<file path="src/rtl/c_rr_therm_mask.sv">
// Multi-channel round-robin pointer tracker: one-hot pointer plus registered thermometer mask.
// Optional check mode via `define C_RR_THERM_MASK_CHECK_EN (flags multi-hot gnt / bad load_ptr).

module c_rr_therm_mask_chan #(
  parameter int width     = 8,
  parameter int reset_idx = 0
) (
  input  logic             i_clk,
  input  logic             i_rst_n,
  input  logic             i_update,
  input  logic [width-1:0] i_gnt,
  input  logic             i_load,
  input  logic [width-1:0] i_load_ptr,
  output logic [width-1:0] o_ptr,
  output logic [width-1:0] o_mask,
  output logic             o_err
);
  // Index 0 is the MSB, so the thermometer is an OR-scan from the top bit down.
  localparam logic [width-1:0] RST_PTR  = {1'b1, {(width-1){1'b0}}} >> reset_idx;
  localparam logic [width-1:0] RST_MASK = {width{1'b1}} >> reset_idx;

  function automatic logic [width-1:0] pfx_or(input logic [width-1:0] v);
    logic [width-1:0] r;
    r[width-1] = v[width-1];
    for (int p = width-2; p >= 0; p--) r[p] = r[p+1] | v[p];
    return r;
  endfunction

  logic [width-1:0] r_ptr, r_mask;
  logic [width-1:0] w_gnt_hi, w_gnt_first, w_adv, w_nxt_ptr;
  logic             w_nxt_err;

  // w_gnt_hi[p]: some grant bit sits at a lower index than p
  assign w_gnt_hi    = pfx_or(i_gnt) >> 1;
  assign w_gnt_first = i_gnt & ~w_gnt_hi;
  assign w_adv       = {w_gnt_first[0], w_gnt_first[width-1:1]};

`ifdef C_RR_THERM_MASK_CHECK_EN
  logic [width-1:0] w_ld_hi;
  logic             w_gnt_multi, w_ld_bad;
  assign w_ld_hi     = pfx_or(i_load_ptr) >> 1;
  assign w_gnt_multi = |(i_gnt & w_gnt_hi);
  assign w_ld_bad    = ~|i_load_ptr | (|(i_load_ptr & w_ld_hi));

  always_comb begin
    w_nxt_ptr = r_ptr;
    w_nxt_err = 1'b0;
    if (i_load) begin
      if (w_ld_bad) w_nxt_err = 1'b1;
      else          w_nxt_ptr = i_load_ptr;
    end else if (i_update && |i_gnt) begin
      if (w_gnt_multi) w_nxt_err = 1'b1;
      else             w_nxt_ptr = w_adv;
    end
  end

  logic r_err;
  always_ff @(posedge i_clk or negedge i_rst_n) begin
    if (!i_rst_n) r_err <= 1'b0;
    else          r_err <= w_nxt_err;
  end
  assign o_err = r_err;
`else
  always_comb begin
    w_nxt_ptr = r_ptr;
    w_nxt_err = 1'b0;
    if (i_load)                   w_nxt_ptr = i_load_ptr;
    else if (i_update && |i_gnt)  w_nxt_ptr = w_adv;
  end
  assign o_err = w_nxt_err & 1'b0;
`endif

  // Mask is registered alongside the pointer so the two never disagree.
  always_ff @(posedge i_clk or negedge i_rst_n) begin
    if (!i_rst_n) begin
      r_ptr  <= RST_PTR;
      r_mask <= RST_MASK;
    end else begin
      r_ptr  <= w_nxt_ptr;
      r_mask <= pfx_or(w_nxt_ptr);
    end
  end

  assign o_ptr  = r_ptr;
  assign o_mask = r_mask;
endmodule

module c_rr_therm_mask #(
  parameter int width     = 8,
  parameter int num_chan  = 1,
  parameter int reset_idx = 0
) (
  input  logic                      i_clk,
  input  logic                      i_rst_n,
  input  logic [num_chan-1:0]       i_update,
  input  logic [num_chan*width-1:0] i_gnt,
  input  logic [num_chan-1:0]       i_load,
  input  logic [num_chan*width-1:0] i_load_ptr,
  output logic [num_chan*width-1:0] o_ptr,
  output logic [num_chan*width-1:0] o_mask,
  output logic [num_chan-1:0]       o_err
);
  logic [num_chan-1:0][width-1:0] w_gnt, w_load_ptr, w_ptr, w_mask;

  assign w_gnt      = i_gnt;
  assign w_load_ptr = i_load_ptr;
  assign o_ptr      = w_ptr;
  assign o_mask     = w_mask;

  for (genvar c = 0; c < num_chan; c++) begin : g_chan
    c_rr_therm_mask_chan #(
      .width     (width),
      .reset_idx (reset_idx)
    ) u_chan (
      .i_clk      (i_clk),
      .i_rst_n    (i_rst_n),
      .i_update   (i_update[c]),
      .i_gnt      (w_gnt[c]),
      .i_load     (i_load[c]),
      .i_load_ptr (w_load_ptr[c]),
      .o_ptr      (w_ptr[c]),
      .o_mask     (w_mask[c]),
      .o_err      (o_err[c])
    );
  end
endmodule
</file>
<file path="config.mk">
export PLATFORM = sky130hd
export DESIGN_NAME = c_rr_therm_mask
export DESIGN_NICKNAME = d
export VERILOG_FILES = /design/src/rtl/c_rr_therm_mask.sv
export SDC_FILE = /design/constraint.sdc
export NUM_CORES = 1
export LEC_CHECK = 0
export BUFFER_PORTS_ARGS = -buffer_cell sky130_fd_sc_hd__buf_4
export CAP_MARGIN = 10
export CORE_MARGIN = 3
export CORE_UTILIZATION = 45
export DETAILED_ROUTE_END_ITERATION = 10
export PLACE_DENSITY = 0.77
export SYNTH_ARGS = -nofsm -noshare
export SYNTH_HDL_FRONTEND = slang
export SYNTH_SLANG_ARGS = --single-unit
</file>
<file path="constraint.sdc">
create_clock -name i_clk -period 1.6 [get_ports i_clk]
set_clock_uncertainty 0.1 [all_clocks]
set_input_delay 0.16 -clock i_clk [delete_from_list [all_inputs] [get_ports i_clk]]
set_output_delay 0.16 -clock i_clk [all_outputs]
set_load 0.02 [all_outputs]
</file>
-- After elaboration in Yosys (flattened, before gate mapping)
Index checks and enable logic that the tools add are counted.
- bits in writable memories: 0
- input bits: 20
- register bits: 16
- logic and storage cells: 21
- memories kept: 0
- bits in latches: 0
- memory bits (read-only): 0
- output and inout port bits: 17
- bitwise logic cells: 15
- magnitude comparators: 0
- multiplexer cells: 2
- reductions and logical operators: 2
- multipliers: 0
- shifts and indexed selects: 0
- eq/ne operators: 0
- div/mod/pow operators: 0
- add/subtract/negate cells: 0
- operators by type and width (kind ; count):
    8-bit 2-to-1 mux ; 2
    1-bit bitwise OR ; 13
    8-bit bitwise AND ; 1
    7-bit inverter with 8-bit output ; 1
    8-bit OR reduction ; 1
    1-bit logical AND ; 1

-- Longest topological paths before layout
- word-level depth: 17
- gate-level depth with buffers: 6
- depth with buffers taken out: 5

-- Worst setup path before layout
OpenSTA, ideal clock, no wires.
- path type: register -> register
- start point: reg g_chan[0].u_chan.r_ptr[6]
- end point: reg g_chan[0].u_chan.r_mask[0]
- setup time: 97 ps
- cell stages (with the launch flop): 6
- setup slack: 74 ps
- data arrival time: 1330 ps
- cell sequence: dfrtp_1 a211o_2 o21ai_0 o22ai_1 nor4_4 nand4b_1
- longest elaborated chain between the ends: 9
- ends and longest elaborated chain (item ; line ; text):
    start, declared ; 29 ; logic [width-1:0] r_ptr, r_mask;
    start signal, assigned ; 79 ; r_ptr <= w_nxt_ptr;
    8-bit 2-to-1 mux ; 68 ; else if (i_update && |i_gnt) w_nxt_ptr = w_adv;
    8-bit 2-to-1 mux ; 67 ; if (i_load) w_nxt_ptr = i_load_ptr;
    1-bit bitwise OR (7 in a row) ; 25 ; for (int p = width-2; p >= 0; p--) r[p] = r[p+1] | v[p];
    end signal, assigned ; 80 ; r_mask <= pfx_or(w_nxt_ptr);
    end, declared ; 29 ;
No other way between the ends.

-- Worst setup path in the final report
- start point: reg g_chan[0].u_chan.r_ptr[5]
- end point: reg g_chan[0].u_chan.r_mask[0]
- longest elaborated chain between the ends: 8
- ends and longest elaborated chain (item ; line ; text):
    8-bit 2-to-1 mux ; 68 ;
    8-bit 2-to-1 mux ; 67 ;
    net g_chan[0].u_chan.w_nxt_ptr[5] ; 30 ; logic [width-1:0] w_gnt_hi, w_gnt_first, w_adv, w_nxt_ptr;
    1-bit bitwise OR (6 in a row) ; 25 ;
The timed path passes the listed nets, and every way through them passes these cells.

==> metrics.cfg <==
[cts]
cts.path.max_buffers=2
cts-root-buf=clkbuf_4
htree_levels=1
clock_latency_ps=290
cts_sinks=15
cts_tree=yes
cts_made_buffers=3
clkTransAtPathRegs_ps=90

[worst_setup_path]
worstPathArrival_ps=1640
cp_max_fo=4
worst_path_max_delay_cell=dfrtp_1
r2r_start=g_chan[0].u_chan.o_ptr[5]$_DFF_PN0_
reg2reg_depth=5
worstPathCellList=a311oi_2 > a221oi_2 > buf_4 > nor4_4 > nand4b_1
crit_type=reg2reg
cpPeakStageDelay_ps=400
start_kind=flip-flop
reg2reg_setup_slack_ps=60
crit_buf_inv=1
worstReg2RegEnd=g_chan[0].u_chan.o_mask[0]$_DFF_PN1_
end_kind=flip-flop
critical_path.top_delay_family=simple AND/OR/NAND/NOR gates
required_ps=1700

[sta]
layout_min_cycle_time_ps=1540
setup_violations=0
hold_ws_ps=32.6
fmaxAchievable_mhz=651
period_share=0.960
final.setup.tns_ps=0
setup_ws_ps=64.1
hold_viol=0
drv_slew=0

[power]
p_leak_nw=0.583
internal_power_w=0.000652
power_density_nw_per_um2=760
p_comb_frac=0.317
p_sw_frac=0.315
peakVddDrop_mv=0.582
clockPowerShare=0.229
seqPwrFrac=0.454
p_total_w=0.000952
p_switching_w=0.000300

[worst_hold_path]
hold-path-endpoint=g_chan[0].u_chan.o_mask[7]$_DFF_PN1_
hp-class=in2reg
worstHoldStart=i_load_ptr[7]
whs_path_depth=3

[placement]
portBuffers=35
dp.cells=142
post-dp-hpwl_microns=1610
place_congestion=0.775
post-place-ws_ps=-56.6

[grt]
grt_pass1_wl_microns=3280
grt_overflow=0
grt_pass1_vias=707
grt_use_total=0.182
antenna_found_initial=0
grt_max_degree=16

[synthesis]
syn_nets=98
yosys_warnings=0
synthTopCellsByCount=12 x inv_1, 8 x dfstp_2, 7 x dfrtp_1
yosys.area.top_type=dfstp_2
synth_seq_cells=15
ys_types=33
seq_area_frac_synth=0.476
synth_area_per_cell_sq_um=10.4
synth.most_common_cell=inv_1
yosys_most_used_dff=dfstp_2
synth_top_area_frac=0.260
synth-edff-count=0
synth_area_leaders=dfstp_2 26%, dfrtp_1 22%, inv_1 5.6%
syn-cell-area_sq_um=810
async_flop_share=1.00
postSynthCellCount=78

[final_layout]
fin_cells=149
drive_above_1_share=0.592
multi_input_area_sq_um=393
nFillCells=98
nets=146
antenna_cells=0
ff_latch_area_sq_um=385
area.growth.synth_to_final_pct=54.7

[floorplan]
start_util=0.508
die_w_microns=48.4
die_y_microns=48.4
io_pins=37
die_area_sq_um=2340
core_area_sq_um=1590
rows=14

[outcome]
status=finished clean

[routing]
avgRoutedWirePerCell_microns=14.6
routed_wl_microns=2180
drtIter0Drc=17
vias=775
final_antenna_net_count=0
vias_per_cell=5.20
first_pass_iters=4
drcViolationCount=0

[flow_run]
max_cap_violations=0

## cells by family after synthesis
| kind of cell | share of synthesized area |
|---|---|
| flip-flops | 0.476 |
| multiplexers | 0.0124 |
| other | 0.00463 |
| buffers and inverters | 0.0974 |
| AND/OR/NAND/NOR | 0.178 |
| AO/OA/AOI/OAI | 0.232 |
## repair_timing
action | CTS | global route
setup buffers | 1 | 2
gates resized for setup | 5 | 5
hold buffers | 1 | 0
endpoints found under the hold margin | 15 | 0
pin swaps | 4 | 5
setup endpoints to repair | 2 | 3
## power groups by stage
stage	Combinational, W	Clock [W]	Sequential (W)
global placement	0.000268	0	0.000437
global route	0.000323	0.000242	0.000437
floorplan	0.0000978	0	0.000476
finish	0.000302	0.000218	0.000432
detailed placement	0.000275	0	0.000438
CTS	0.000288	0.000229	0.000432
## state kept, by name, indices dropped and copies added (netlist names)
register / count
g_chan.u_chan.o_mask: 8
g_chan.u_chan.o_ptr: 7
## layout by cell type, fill, tap and decap left out, types with 2 or more instances in the layout
cell type | Yosys | layout
nor2_1 | 6 | 6
dfrtp_1 | 7 | 7
o21ai_2 | 0 | 2
clkbuf_4 | 0 | 3
nand2_1 | 4 | 4
buf_4 | 4 | 45
nand2b_1 | 2 | 2
o21ai_0 | 4 | 2
dfstp_2 | 8 | 8
a31oi_1 | 2 | 2
a311oi_2 | 0 | 2
a221oi_2 | 2 | 2
inv_1 | 12 | 12
nand3_1 | 2 | 2
## worst max-delay path by stage
stage / endpoint / cells after the start / start
after global routing: g_chan[0].u_chan.o_mask[0]$_DFF_PN1_ / 5 / g_chan[0].u_chan.o_ptr[5]$_DFF_PN0_
after global placement: g_chan[0].u_chan.o_mask[0]$_DFF_PN1_ / 6 / i_load
after CTS: g_chan[0].u_chan.o_mask[0]$_DFF_PN1_ / 5 / g_chan[0].u_chan.o_ptr[4]$_DFF_PN0_
final: g_chan[0].u_chan.o_mask[0]$_DFF_PN1_ / 5 / g_chan[0].u_chan.o_ptr[5]$_DFF_PN0_
after floorplan: g_chan[0].u_chan.o_mask[0]$_DFF_PN1_ / 5 / g_chan[0].u_chan.o_ptr[6]$_DFF_PN0_
after detailed placement: g_chan[0].u_chan.o_mask[0]$_DFF_PN1_ / 6 / i_load
## per-layer routing
layer  GRT usage  routed length (microns)
met5           0                        0
met4      0.0853                       29
met3      0.0399                      132
met2       0.319                     1120
met1       0.212                      892
## tightest hold or removal path, delay by kind of cell
kind | cells | cell delay, ps
compound gates | 1 | 50
simple gates | 1 | 90
buf+inv | 1 | 80
## stage by stage
| step | instance area, sq um | util |
|---|---|---|
| 6_report | 1250 | 0.786 |
| 5_1_grt | 1250 | 0.786 |
| 4_1_cts | 1210 | 0.760 |
| 3_5_place_dp | 1150 | 0.723 |
| 3_3_place_gp | 1150 | 0.723 |
| 2_1_floorplan | 810 | - |
## cell type report
type / count / share of cell area
timing repair buffer: 47 / 0.294
tap: 24 / 0.0240
sequential: 15 / 0.308
inverter: 13 / 0.0390
multi-input combinational: 46 / 0.314
clock inverter: 1 / 0.00400
clock buffer: 3 / 0.0180
No activity file was read; power rests on OpenSTA's default activity.
